`config.mk`:
```
export PLATFORM = sky130hd
export DESIGN_NAME = snes_pad_responder
export DESIGN_NICKNAME = d
export VERILOG_FILES = /design/src/rtl/snes_pad_pkg.sv /design/src/rtl/snes_sync_edge.sv /design/src/rtl/snes_pad_responder.sv
export SDC_FILE = /design/constraint.sdc
export NUM_CORES = 1
export LEC_CHECK = 0
export BUFFER_PORTS_ARGS = -buffer_cell sky130_fd_sc_hd__buf_2
export CAP_MARGIN = 20
export CORE_MARGIN = 2
export CORE_UTILIZATION = 40
export CTS_CLUSTER_DIAMETER = 30
export DETAILED_ROUTE_END_ITERATION = 16
export GPL_ROUTABILITY_DRIVEN = 0
export HOLD_SLACK_MARGIN = 0.12
export PLACE_DENSITY = 0.66
export SLEW_MARGIN = 20
export SYNTH_ARGS = -nofsm -noshare
export SYNTH_HDL_FRONTEND = slang
export SYNTH_HIERARCHICAL = 1
export SYNTH_SLANG_ARGS = --single-unit
```
`constraint.sdc`:
```
create_clock -name CLOCK -period 2 [get_ports CLOCK]
set_input_delay 0.1 -clock CLOCK [delete_from_list [all_inputs] [get_ports CLOCK]]
set_output_delay 0.1 -clock CLOCK [all_outputs]
set_load 0.005 [all_outputs]
```
`src/rtl/snes_pad_pkg.sv`:
```
// Shared definitions for the SNES pad protocol blocks (host poller and
// device-side responder): state encoding, button bit positions, frame sizes.
package snes_pad_pkg;

  localparam int SNES_NUM_BUTTONS = 12;
  localparam int SNES_FRAME_BITS  = 16;

  // Button positions inside the 12-bit button vector / serial frame
  localparam int BTN_B      = 0;
  localparam int BTN_Y      = 1;
  localparam int BTN_SELECT = 2;
  localparam int BTN_START  = 3;
  localparam int BTN_UP     = 4;
  localparam int BTN_DOWN   = 5;
  localparam int BTN_LEFT   = 6;
  localparam int BTN_RIGHT  = 7;
  localparam int BTN_A      = 8;
  localparam int BTN_X      = 9;
  localparam int BTN_L      = 10;
  localparam int BTN_R      = 11;

  typedef enum logic [1:0] {
    ST_IDLE     = 2'd0,
    ST_LOADED   = 2'd1,
    ST_SHIFTING = 2'd2,
    ST_DONE     = 2'd3
  } snes_state_e;

  // A frame is in progress while the latch is held or bits are being shifted
  function automatic logic snes_is_active(input snes_state_e s);
    return (s == ST_LOADED) || (s == ST_SHIFTING);
  endfunction

endpackage

```
`src/rtl/snes_sync_edge.sv`:
```
// Brings an asynchronous pin into the clock domain through a STAGES-deep
// flop chain, then one more flop to detect the rising edge of the
// synchronized level.
module snes_sync_edge #(
  parameter int STAGES = 2
) (
  input  logic clk,
  input  logic rst,
  input  logic din,
  output logic level,
  output logic rise
);

  logic [STAGES-1:0] sync_q, sync_d;
  logic              prev_q, prev_d;

  // Next values: shift the pin into the chain, remember last synced level
  always_comb begin
    sync_d = {sync_q[STAGES-2:0], din};
    prev_d = sync_q[STAGES-1];
  end

  // Synchronizer and edge-detect flops, cleared to 0 on reset
  always_ff @(posedge clk or posedge rst) begin
    if (rst) begin
      sync_q <= '0;
      prev_q <= 1'b0;
    end else begin
      sync_q <= sync_d;
      prev_q <= prev_d;
    end
  end

  assign level = sync_q[STAGES-1];
  assign rise  = sync_q[STAGES-1] & ~prev_q;

endmodule

```
`src/rtl/snes_pad_responder.sv`:
```
// Device side of the SNES serial pad link: captures BUTTONS while the host
// holds LATCH (4021-style parallel load) and shifts one bit per PULSE rising
// edge onto DATA, active-low.
// Optional macro SNES_PAD_RESPONDER_TIMEOUT_EN adds an idle counter that
// abandons a SHIFTING frame after TIMEOUT_CYCLES without a pulse edge.
module snes_pad_responder
  import snes_pad_pkg::*;
#(
  parameter int   SYNC_STAGES    = 2,
  parameter int   NUM_BITS       = SNES_FRAME_BITS,
  parameter logic FILL_BIT       = 1'b0,
  parameter int   TIMEOUT_CYCLES = 50000
) (
  input  logic                        CLOCK,
  input  logic                        RESET,
  input  logic                        LATCH,
  input  logic                        PULSE,
  output logic                        DATA,
  input  logic [SNES_NUM_BUTTONS-1:0] BUTTONS,
  output logic [4:0]                  BIT_INDEX,
  output logic                        ACTIVE,
  output logic                        FRAME_DONE
);

  if (SYNC_STAGES < 2 || NUM_BITS < SNES_NUM_BUTTONS || NUM_BITS > 31 ||
      TIMEOUT_CYCLES < 1 || TIMEOUT_CYCLES > 65535) begin : g_bad_params
    $error("snes_pad_responder: parameter out of range");
  end

  localparam logic [4:0] LAST_IDX = 5'(NUM_BITS - 1);

  logic lat_s, lat_rise, pul_rise, pul_s_unused;

  snes_sync_edge #(.STAGES(SYNC_STAGES)) u_lat_sync (
    .clk   (CLOCK),
    .rst   (RESET),
    .din   (LATCH),
    .level (lat_s),
    .rise  (lat_rise)
  );

  snes_sync_edge #(.STAGES(SYNC_STAGES)) u_pul_sync (
    .clk   (CLOCK),
    .rst   (RESET),
    .din   (PULSE),
    .level (pul_s_unused),
    .rise  (pul_rise)
  );

  // Parallel-load word: inverted buttons in the low bits, idle-high padding above
  logic [NUM_BITS-1:0] load_word;
  for (genvar i = 0; i < NUM_BITS; i++) begin : g_load
    if (i < SNES_NUM_BUTTONS) begin : g_btn
      assign load_word[i] = ~BUTTONS[i];
    end else begin : g_pad
      assign load_word[i] = 1'b1;
    end
  end

  snes_state_e         state_q, state_d;
  logic [NUM_BITS-1:0] shreg_q, shreg_d;
  logic [4:0]          idx_q, idx_d;
  logic                done_q, done_d;

`ifdef SNES_PAD_RESPONDER_TIMEOUT_EN
  localparam logic [15:0] TO_LAST = 16'(TIMEOUT_CYCLES - 1);
  logic [15:0] idle_q, idle_d;

  // Idle counter only runs while waiting for the next pulse edge
  always_comb begin
    idle_d = '0;
    if (state_q == ST_SHIFTING && !lat_rise && !pul_rise)
      idle_d = idle_q + 16'd1;
  end
`endif

  // Frame sequencing; a latch edge wins over everything, including a pulse
  always_comb begin
    state_d = state_q;
    shreg_d = shreg_q;
    idx_d   = idx_q;
    done_d  = 1'b0;
    if (lat_rise) begin
      state_d = ST_LOADED;
      shreg_d = load_word;
      idx_d   = '0;
    end else begin
      case (state_q)
        ST_LOADED: begin
          // Track the buttons live until the latch drops, then freeze
          if (lat_s) shreg_d = load_word;
          else       state_d = ST_SHIFTING;
        end
        ST_SHIFTING: begin
          if (pul_rise && !lat_s) begin
            shreg_d = {FILL_BIT, shreg_q[NUM_BITS-1:1]};
            idx_d   = idx_q + 5'd1;
            if (idx_q == LAST_IDX) begin
              done_d  = 1'b1;
              state_d = ST_DONE;
            end
          end
`ifdef SNES_PAD_RESPONDER_TIMEOUT_EN
          else if (idle_q == TO_LAST) begin
            // Host went away mid-frame: drop back to the idle-high line
            state_d = ST_IDLE;
            shreg_d = '1;
            idx_d   = '0;
          end
`endif
        end
        default: ;  // IDLE and DONE only leave on a latch edge
      endcase
    end
  end

  // State and registered outputs; reset clears asynchronously
  always_ff @(posedge CLOCK or posedge RESET) begin
    if (RESET) begin
      state_q <= ST_IDLE;
      shreg_q <= '1;
      idx_q   <= '0;
      done_q  <= 1'b0;
`ifdef SNES_PAD_RESPONDER_TIMEOUT_EN
      idle_q  <= '0;
`endif
    end else begin
      state_q <= state_d;
      shreg_q <= shreg_d;
      idx_q   <= idx_d;
      done_q  <= done_d;
`ifdef SNES_PAD_RESPONDER_TIMEOUT_EN
      idle_q  <= idle_d;
`endif
    end
  end

  assign DATA       = shreg_q[0];
  assign BIT_INDEX  = idx_q;
  assign ACTIVE     = snes_is_active(state_q);
  assign FRAME_DONE = done_q;

endmodule
```
==> results.tsv, run 1 <==
metric	value	unit
io_pins	24	
min_period	1790	ps
drive_gt1_share	41.8	%
clk_latency	280	ps
rr_worst_depth	6	
fin_skew	6.78	ps
cts_sinks	30	
ys_ff_latch	30	
status	complete, no violations	
layout_common_cells	buf_2 (23), dfstp_2 (16), a21oi_1 (15)	
power_density	1030	nW/um^2
critPathMaxFanout	16	
synth_warnings	6	
leakage	0.870	nW
hp-class	in -> reg	
synth_nets	147	
cts_max_path_buffers	2	
path_clk_slew	60	ps
top_usage_layer	met2	
worst_pin_slew	296	ps
antenna_cells	0	
wl_per_cell	12.7	microns
num-nets-final	177	
switching_share	26.3	%
area_delta_synth_final	17.4	%
max_slew_margin	80.2	%
r2r-start	state_q[0]	
netlist_instances	127	
rsz0062_at_grt	no	
synthesis.area	1500	sq um
power_frac_clock	24.9	%
hold_violations	0	
antenna_found_initial	0	
die_y	65.3	microns
combPwrFrac	25.2	%
crit_path_start_kind	flip-flop	
slew_viol_final	0	
ir_worst_vdd	0.000358	V
syn_area_per_cell	11.8	sq um
setup_viol	0	
max_stage_delay	400	ps
dr.pass1.iters	4	
dp_hpwl	1790	microns
die_w	65.3	microns
core-area	3630	sq um
grt_use_total	14.1	%
cp.arrival	1990	ps
grt_max_degree	25	
crit_chain	inv_1, ha_1, nand3b_4, o221a_1, buf_4, mux2_4	
slowest_stage	dfrtp_1	
rows	22	
fin_crit_sh	89.5	%
tns	0	ps
drc_errors	0	
timing.rr.end	shreg_q[1]	
dp_cells	195	
synth.distinct_cells	30	
worstSetupPathType	reg -> reg	
ant_nets	0	
maxCapViolCount	0	
grt_pass1_wl	4450	microns
grtUsageMet1	18.1	%
dieArea	4260	sq um
min_to	shreg_q[10]	
switching_power	476	uW
vias_per_cell	4.87	
use_met2	21.3	%
fin_cells	206	
overflow	0	
initial_utilization	41.3	%
worstSetupEndpointType	flip-flop	
cts_tree	done	
max_freq	559	MHz
power.internal	1.33	mW
power_frac_seq	49.9	%
grt_pass1_vias	1016	
hp-start	BUTTONS[10]	
layout_commonest_cell	buf_2	
h-tree-depth	2	
cts-root-buf	clkbuf_8	
grt.met3_usage	3.77	%
r2r_setup_slack	210	ps
vias	1004	
worstHoldPathCells	3	
cts-buffers-inserted	5	
drt_iter0_markers	27	
yosysSeqAreaShare	51.3	%
worstPathRequired	2200	ps
wl	2620	microns
cts_resized	0	
io_buffers	23	
per-layer routing:
layer / part of all wire (%) / routed length [microns] / up-vias
met5: 0 / 0 / -
met4: 1.4 / 38 / 0
met3: 6.6 / 174 / 5
met2: 45 / 1180 / 34
met1: 47 / 1240 / 477
li1: - / - / 488
power groups by stage:
stage / clock [mW] / sequential (mW) / combinational (mW)
2_1_floorplan: 0 / 0.891 / 0.376
3_3_place_gp: 0 / 0.906 / 0.439
3_5_place_dp: 0 / 0.909 / 0.456
4_1_cts: 0.471 / 0.902 / 0.462
5_1_grt: 0.498 / 0.922 / 0.502
6_report: 0.450 / 0.904 / 0.456
cells by family after synthesis:
kind of cell,count (synthesis),synth area share [%]
DFF,30,51.3
buffers and inverters,20,7.08
and+or+nand+nor,33,15.1
adders and majority gates,4,3.33
muxes,18,14.8
xor gates and xnor gates,2,1.17
AOI/OAI and AO/OA,20,7.17
worst max-delay path by stage:
stage                       endpoint        from  slack (ps)  cells past startpoint
after CTS                 shreg_q[1]  state_q[0]         220                      6
final                     shreg_q[1]  state_q[0]         210                      6
after floorplan           shreg_q[0]  state_q[0]         300                      8
after global placement    shreg_q[1]  state_q[0]         280                      6
after global routing      shreg_q[7]  state_q[0]         120                      6
after detailed placement  shreg_q[2]  state_q[0]         220                      6
metrics by stage:
stage / area, sq um / setup WS (ps) / hold WS [ps] / util, % / power (mW)
final: 1760 / 210 / 194 / 48.5 / 1.81
after global routing: 1760 / 116 / 205 / 48.5 / 1.92
after CTS: 1760 / 215 / 186 / 48.5 / 1.83
after detailed placement: 1650 / 219 / -6.44 / 45.5 / 1.36
after global placement: 1650 / 277 / -14.6 / 45.5 / 1.34
after floorplan: 1500 / 302 / -146 / - / 1.27
cell usage after synthesis, drive strengths merged:
cell | n | area share [%]
or3 | 1 | 0.42
nand3 | 1 | 0.33
nand2b | 2 | 0.83
or2 | 1 | 0.42
a31oi | 1 | 0.42
xor2 | 2 | 1.2
mux2 | 13 | 11
nor3b | 11 | 5.5
nand3b | 1 | 1.3
clkbuf | 2 | 0.50
nand2 | 3 | 0.75
and3 | 2 | 0.83
a21oi | 15 | 5.0
nor3 | 1 | 0.33
buf | 6 | 3.6
ha | 4 | 3.3
o221a | 1 | 0.75
inv | 12 | 3.0
nand4b | 1 | 0.58
dfstp | 16 | 28
mux2i | 5 | 3.3
nor2b | 3 | 2.3
dfrtp | 14 | 23
o21ai | 3 | 1.0
nor2 | 6 | 1.5
worst max-delay path: cells and delay by family (launching register included):
kind | cells | cell delay, ps
flops | 1 | 400
simple gates | 1 | 150
mux | 1 | 320
fa+ha+maj | 1 | 320
buf+inv | 2 | 280
compound gates | 1 | 240
state kept, by name (all words and copies together) (netlist names):
signal,flops
u_pul_sync/sync_q,2
BIT_INDEX,5
u_lat_sync/prev_q,1
u_pul_sync/prev_q,1
FRAME_DONE,1
u_lat_sync/sync_q,2
shreg_q,16
state_q,2
repair_timing:
item / in CTS / in global routing
hold endpoints to repair: 16 / 0
hold buffers: 3 / 0
setup buffers: 0 / 0
cell type report:
| class | count | area [sq um] |
|---|---|---|
| inverter | 12 | 45.0 |
| multi-input combinational | 77 | 624 |
| sequential | 30 | 771 |
| clock buffer | 8 | 80.1 |
| fill | 357 | 1870 |
| timing repair buffer | 31 | 183 |
| tap | 48 | 60.1 |
Power figures use the tool's default switching activity.
==> run 2, diff against run 1 <==
Settings changed: MAX_ROUTING_LAYER from default to met4.
==> run 2 against run 1 <==
Die area unchanged. Fmax about the same. Combinational power about the same. Final cell count unchanged. Sequential power about the same. Worst hold slack about the same. Via count about the same. Global-route usage increased by 0.38 points.
==> results.tsv, run 2 (same netlist as run 1, synthesis figures left out) <==
metric	value	unit	change
layout_common_cells	buf_2 (23), dfstp_2 (16), a21oi_1 (15)		
ir_worst_vdd	0.000358	V	about the same
h-tree-depth	2		unchanged
path_clk_slew	60	ps	about the same
slowest_stage	dfrtp_1		
dp_cells	195		unchanged
wl_per_cell	12.7	microns	about the same
maxCapViolCount	0		unchanged
ant_nets	0		unchanged
fill_cells	357		unchanged
fin_cells	206		unchanged
power_density	1030	nW/um^2	about the same
drt_iter0_markers	28		+3.7%
worstSetupPathType	reg -> reg		
cts_sinks	30		unchanged
path_buf_inv	2		unchanged
layout_commonest_cell	buf_2		
fin_skew	6.80	ps	+0.0133 ps
dp_hpwl	1790	microns	unchanged
grt_pass1_vias	1015		-0.098%
overflow	0		unchanged
worstPathRequired	2200	ps	about the same
cts_resized	0		unchanged
crit_path_start_kind	flip-flop		
critPathTopFamily	flip-flops		
num-nets-final	177		unchanged
area_delta_synth_final	17.4	%	unchanged
tns	0	ps	unchanged
worst_pin_slew	295	ps	-1.11 ps
dieArea	4260	sq um	unchanged
slew_viol_final	0		unchanged
critPathMaxFanout	16		unchanged
die_y	65.3	microns	unchanged
grt_pass1_wl	4460	microns	+0.16%
worstSetupEndpointType	flip-flop		
clk_latency	280	ps	about the same
vias	1003		-0.10%
cts_max_path_buffers	2		unchanged
setup_viol	0		unchanged
max_slew_margin	80.3	%	about the same
leakage	0.870	nW	unchanged
cp.arrival	1990	ps	about the same
regMostFlops	shreg_q		
io_buffers	23		unchanged
wl	2620	microns	about the same
min_period	1790	ps	-0.146 ps
hold_buffers	3		unchanged
cts_tree	done		
rows	22		unchanged
fin_crit_sh	89.5	%	about the same
final_util	48.5	%	unchanged
cts-buffers-inserted	5		unchanged
status	complete, no violations		
grt_use_total	14.5	%	+0.38 points
antenna_found_initial	0		unchanged
dr.pass1.iters	4		unchanged
rsz0062_at_grt	no		
initial_utilization	41.3	%	unchanged
drive_gt1_share	41.8	%	unchanged
vias_per_cell	4.87		about the same
hp-class	in -> reg		
core-area	3630	sq um	unchanged
cts-root-buf	clkbuf_8		
grt_max_degree	25		unchanged
largest_reg_flops	16		unchanged
die_w	65.3	microns	unchanged
hold_violations	0		unchanged
postCtsSetupRepairBufs	0		unchanged
max_stage_delay	400	ps	about the same
crit_chain	inv_1, ha_1, nand3b_4, o221a_1, buf_4, mux2_4		
fin_hold_ws	194	ps	-0.0150 ps
io_pins	24		unchanged
antenna_cells	0		unchanged
max_freq	559	MHz	about the same
drc_errors	0		unchanged
-- run 2: cell counts in the layout (fill, tap and decap cells not counted) --
No cell type changed its count.
-- run 2: tightest hold or removal path, stage by stage --
cell	delay [ps]
buf_2	100
a21oi_1	100
mux2_2	140
-- run 2: metrics by stage --
step	instance area, sq um	setup WS [ps]	total power, mW
after CTS	1760	215	1.83
after detailed placement	1650	219	1.36
after global routing	1760	116	1.92
after floorplan	1500	302	1.27
after global placement	1650	277	1.34
final	1760	210	1.81
-- run 2: area by class of cell --
class	count	area [sq um]	area share [%]
Tap cell	48	60.1	3.41
Sequential cell	30	771	43.7
Timing Repair Buffer	31	183	10.4
Multi-Input combinational cell	77	624	35.4
Clock buffer	8	80.1	4.54
Inverter	12	45.0	2.56
-- run 2: power by group --
group          total [mW]  switching [mW]  internal (mW)
registers           0.904          0.0776          0.826
logic               0.456           0.194          0.262
clock network       0.450           0.204          0.246
-- run 2: per-layer routing --
metal | GRT usage [%] | routed length, microns | up-vias
met5 | - | 0 | -
met4 | 8.59 | 38 | 0
met3 | 3.60 | 166 | 5
met2 | 21.3 | 1180 | 34
met1 | 18.2 | 1240 | 476
li1 | - | - | 488
-- run 2: worst paths after layout --
| path | startpoint | to | slack (ps) | depth (start not counted) |
|---|---|---|---|---|
| max in group asynchronous | RESET | shreg_q[1] | 1290 | 4 |
| min reg2reg | u_lat_sync/sync_q[0] | u_lat_sync/sync_q[1] | 350 | 0 |
| max reg2reg | state_q[0] | shreg_q[1] | 210 | 6 |
| min | BUTTONS[10] | shreg_q[10] | 190 | 3 |
| min in group asynchronous | RESET | u_lat_sync/prev_q | 240 | 3 |
| max | state_q[0] | shreg_q[1] | 210 | 6 |
==> run 3, diff against run 2 <==
Settings changed: GPL_ROUTABILITY_DRIVEN 0 to default, REMOVE_ABC_BUFFERS from default to 1.
==> run 3 against run 2 <==
First-iteration DRC count increased by 100%. Clock skew increased by 0.71 ps. Final cell count unchanged. Register-to-register slack got worse by 50 ps. Global-route usage increased by 0.81 points. Die area unchanged. Power increased by 2.8%. Core utilization increased by 0.65 points. Sequential power increased by 0.4%. Wire length increased by 6.4%. Combinational power increased by 3%.
==> results.tsv, run 3 (same netlist as run 1, synthesis figures left out) <==
metric	value	unit	change
grt_pass1_wl	4870	microns	+9.3%
die_w	65.3	microns	unchanged
drt_iter0_markers	56		+100%
path_clk_slew	60	ps	about the same
io_pins	24		unchanged
r2r-start	state_q[0]		
worstSetupPathType	reg -> reg		
hp-class	in -> reg		
maxCapViolCount	0		unchanged
clk_latency	270	ps	about the same
grtUsageMet1	18.8	%	+0.64 points
worstPathRequired	2200	ps	about the same
fin_crit_sh	92.2	%	+2.7 points
drc_errors	0		unchanged
use_met2	25.1	%	+3.8 points
antenna_found_initial	0		unchanged
hold_violations	0		unchanged
drive_gt1_share	43.0	%	+1.3 points
fin_skew	7.51	ps	+0.711 ps
fin_hold_ws	208	ps	+13.8 ps
r2r_setup_slack	160	ps	-50 ps
routabilityCongestion	0.827		
timing.rr.end	shreg_q[2]		
vias	1026		+2.3%
dp_hpwl	2000	microns	+12%
worstHoldPathCells	3		unchanged
min_period	1840	ps	+53.3 ps
ir_worst_vdd	0.000462	V	+29%
grt_max_degree	17		-32%
cp.arrival	2040	ps	+50 ps
antenna_cells	0		unchanged
leakage	0.884	nW	+1.6%
fill_cells	357		unchanged
setup_viol	0		unchanged
wl	2790	microns	+6.4%
slew_viol_final	0		unchanged
initial_utilization	41.3	%	unchanged
io_buffers	23		unchanged
vias_per_cell	4.98		+2.3%
cts_tree	done		
overflow	0		unchanged
regArea	771	sq um	unchanged
dieArea	4260	sq um	unchanged
h-tree-depth	2		unchanged
rows	22		unchanged
grt.met3_usage	2.74	%	-0.86 points
worst_pin_slew	440	ps	+145 ps
place_ws	188	ps	-31.2 ps
multiInputGateArea	624	sq um	unchanged
regMostFlops	shreg_q		
wl_per_cell	13.5	microns	+6.4%
min_to	shreg_q[9]		
layout_common_cells	buf_2 (23), dfstp_2 (16), a21oi_1 (15)		
fin_cells	206		unchanged
grt_pass1_vias	1114		+9.8%
layout_commonest_cell	buf_2		
ant_nets	0		unchanged
largest_reg_flops	16		unchanged
rr_worst_depth	6		unchanged
top_usage_layer	met2		
worstSetupEndpointType	flip-flop		
area_delta_synth_final	19.0	%	
power_density	1040	nW/um^2	+1.4%
die_y	65.3	microns	unchanged
postCtsSetupRepairBufs	0		unchanged
cts-buffers-inserted	5		unchanged
cts_sinks	30		unchanged
max_freq	543	MHz	-2.9%
grt_use_total	15.3	%	+0.81 points
status	complete, no violations		
rsz0062_at_grt	no		
critPathMaxFanout	16		unchanged
cts-root-buf	clkbuf_8		
dp_cells	195		unchanged
crit_path_start_kind	flip-flop		
num-nets-final	177		unchanged
hp-start	BUTTONS[9]		
max_slew_margin	70.6	%	-9.7 points
core-area	3630	sq um	unchanged
dr.pass1.iters	4		unchanged
setup_slack	157	ps	-53.3 ps
cts_max_path_buffers	2		unchanged
run 3: changes by cell type in the layout (fill, tap and decap cells not counted), sizes merged:
cell	change
clkinv	+1
clkbuf	-1
run 3: metrics by stage:
step | power, mW | utilization [%] | area, sq um | setup TNS [ps]
after detailed placement | 1.39 | 45.8 | 1670 | 0
final | 1.86 | 49.2 | 1790 | 0
after global routing | 1.97 | 49.2 | 1790 | 0
after floorplan | 1.23 | - | 1440 | -213
after CTS | 1.89 | 49.2 | 1790 | 0
after global placement | 1.35 | 45.8 | 1670 | 0
run 3: worst max-delay path: stages (launching register included):
cell and delay, ps:
dfrtp_1 420, inv_1 70, ha_1 340, nand3b_4 160, o221a_1 300, buf_12 180, mux2_4 290
run 3: timing repair:
| action | CTS | global route |
|---|---|---|
| endpoints found under the hold margin | 16 | 0 |
| resized for setup | 0 | 0 |
| hold buffers | 3 | 0 |
run 3: worst max path at each step:
stage          startpoint           to  slack, ps  cells past startpoint
6_report       state_q[0]   shreg_q[2]        160                      6
3_5_place_dp   state_q[0]   shreg_q[3]        190                      6
2_1_floorplan  state_q[0]  shreg_q[10]        -40                      5
5_1_grt        state_q[0]   shreg_q[2]        110                      6
4_1_cts        state_q[0]   shreg_q[2]        190                      6
3_3_place_gp   state_q[0]  shreg_q[11]        280                      6
run 3: report_power, final:
part | switching [mW] | internal (mW) | total, mW | leakage (nW)
clock network | 0.205 | 0.277 | 0.482 | 0.0482
logic | 0.200 | 0.271 | 0.471 | 0.489
registers | 0.0813 | 0.827 | 0.908 | 0.347
total | 0.486 | 1.37 | 1.86 | 0.884
run 3: area by class of cell:
class | instances | area share [%]
sequential | 30 | 43.1
clock buffer | 7 | 4.83
timing repair buffer | 31 | 10.9
clock inverter | 1 | 0.280
inverter | 12 | 2.52
multi-input combinational | 77 | 34.9
tap | 48 | 3.36
run 3: per-layer routing:
| metal | vias up | wire, microns |
|---|---|---|
| met4 | 0 | 23 |
| met5 | - | 0 |
| met2 | 27 | 1450 |
| met3 | 2 | 103 |
| met1 | 512 | 1210 |
| li1 | 485 | - |
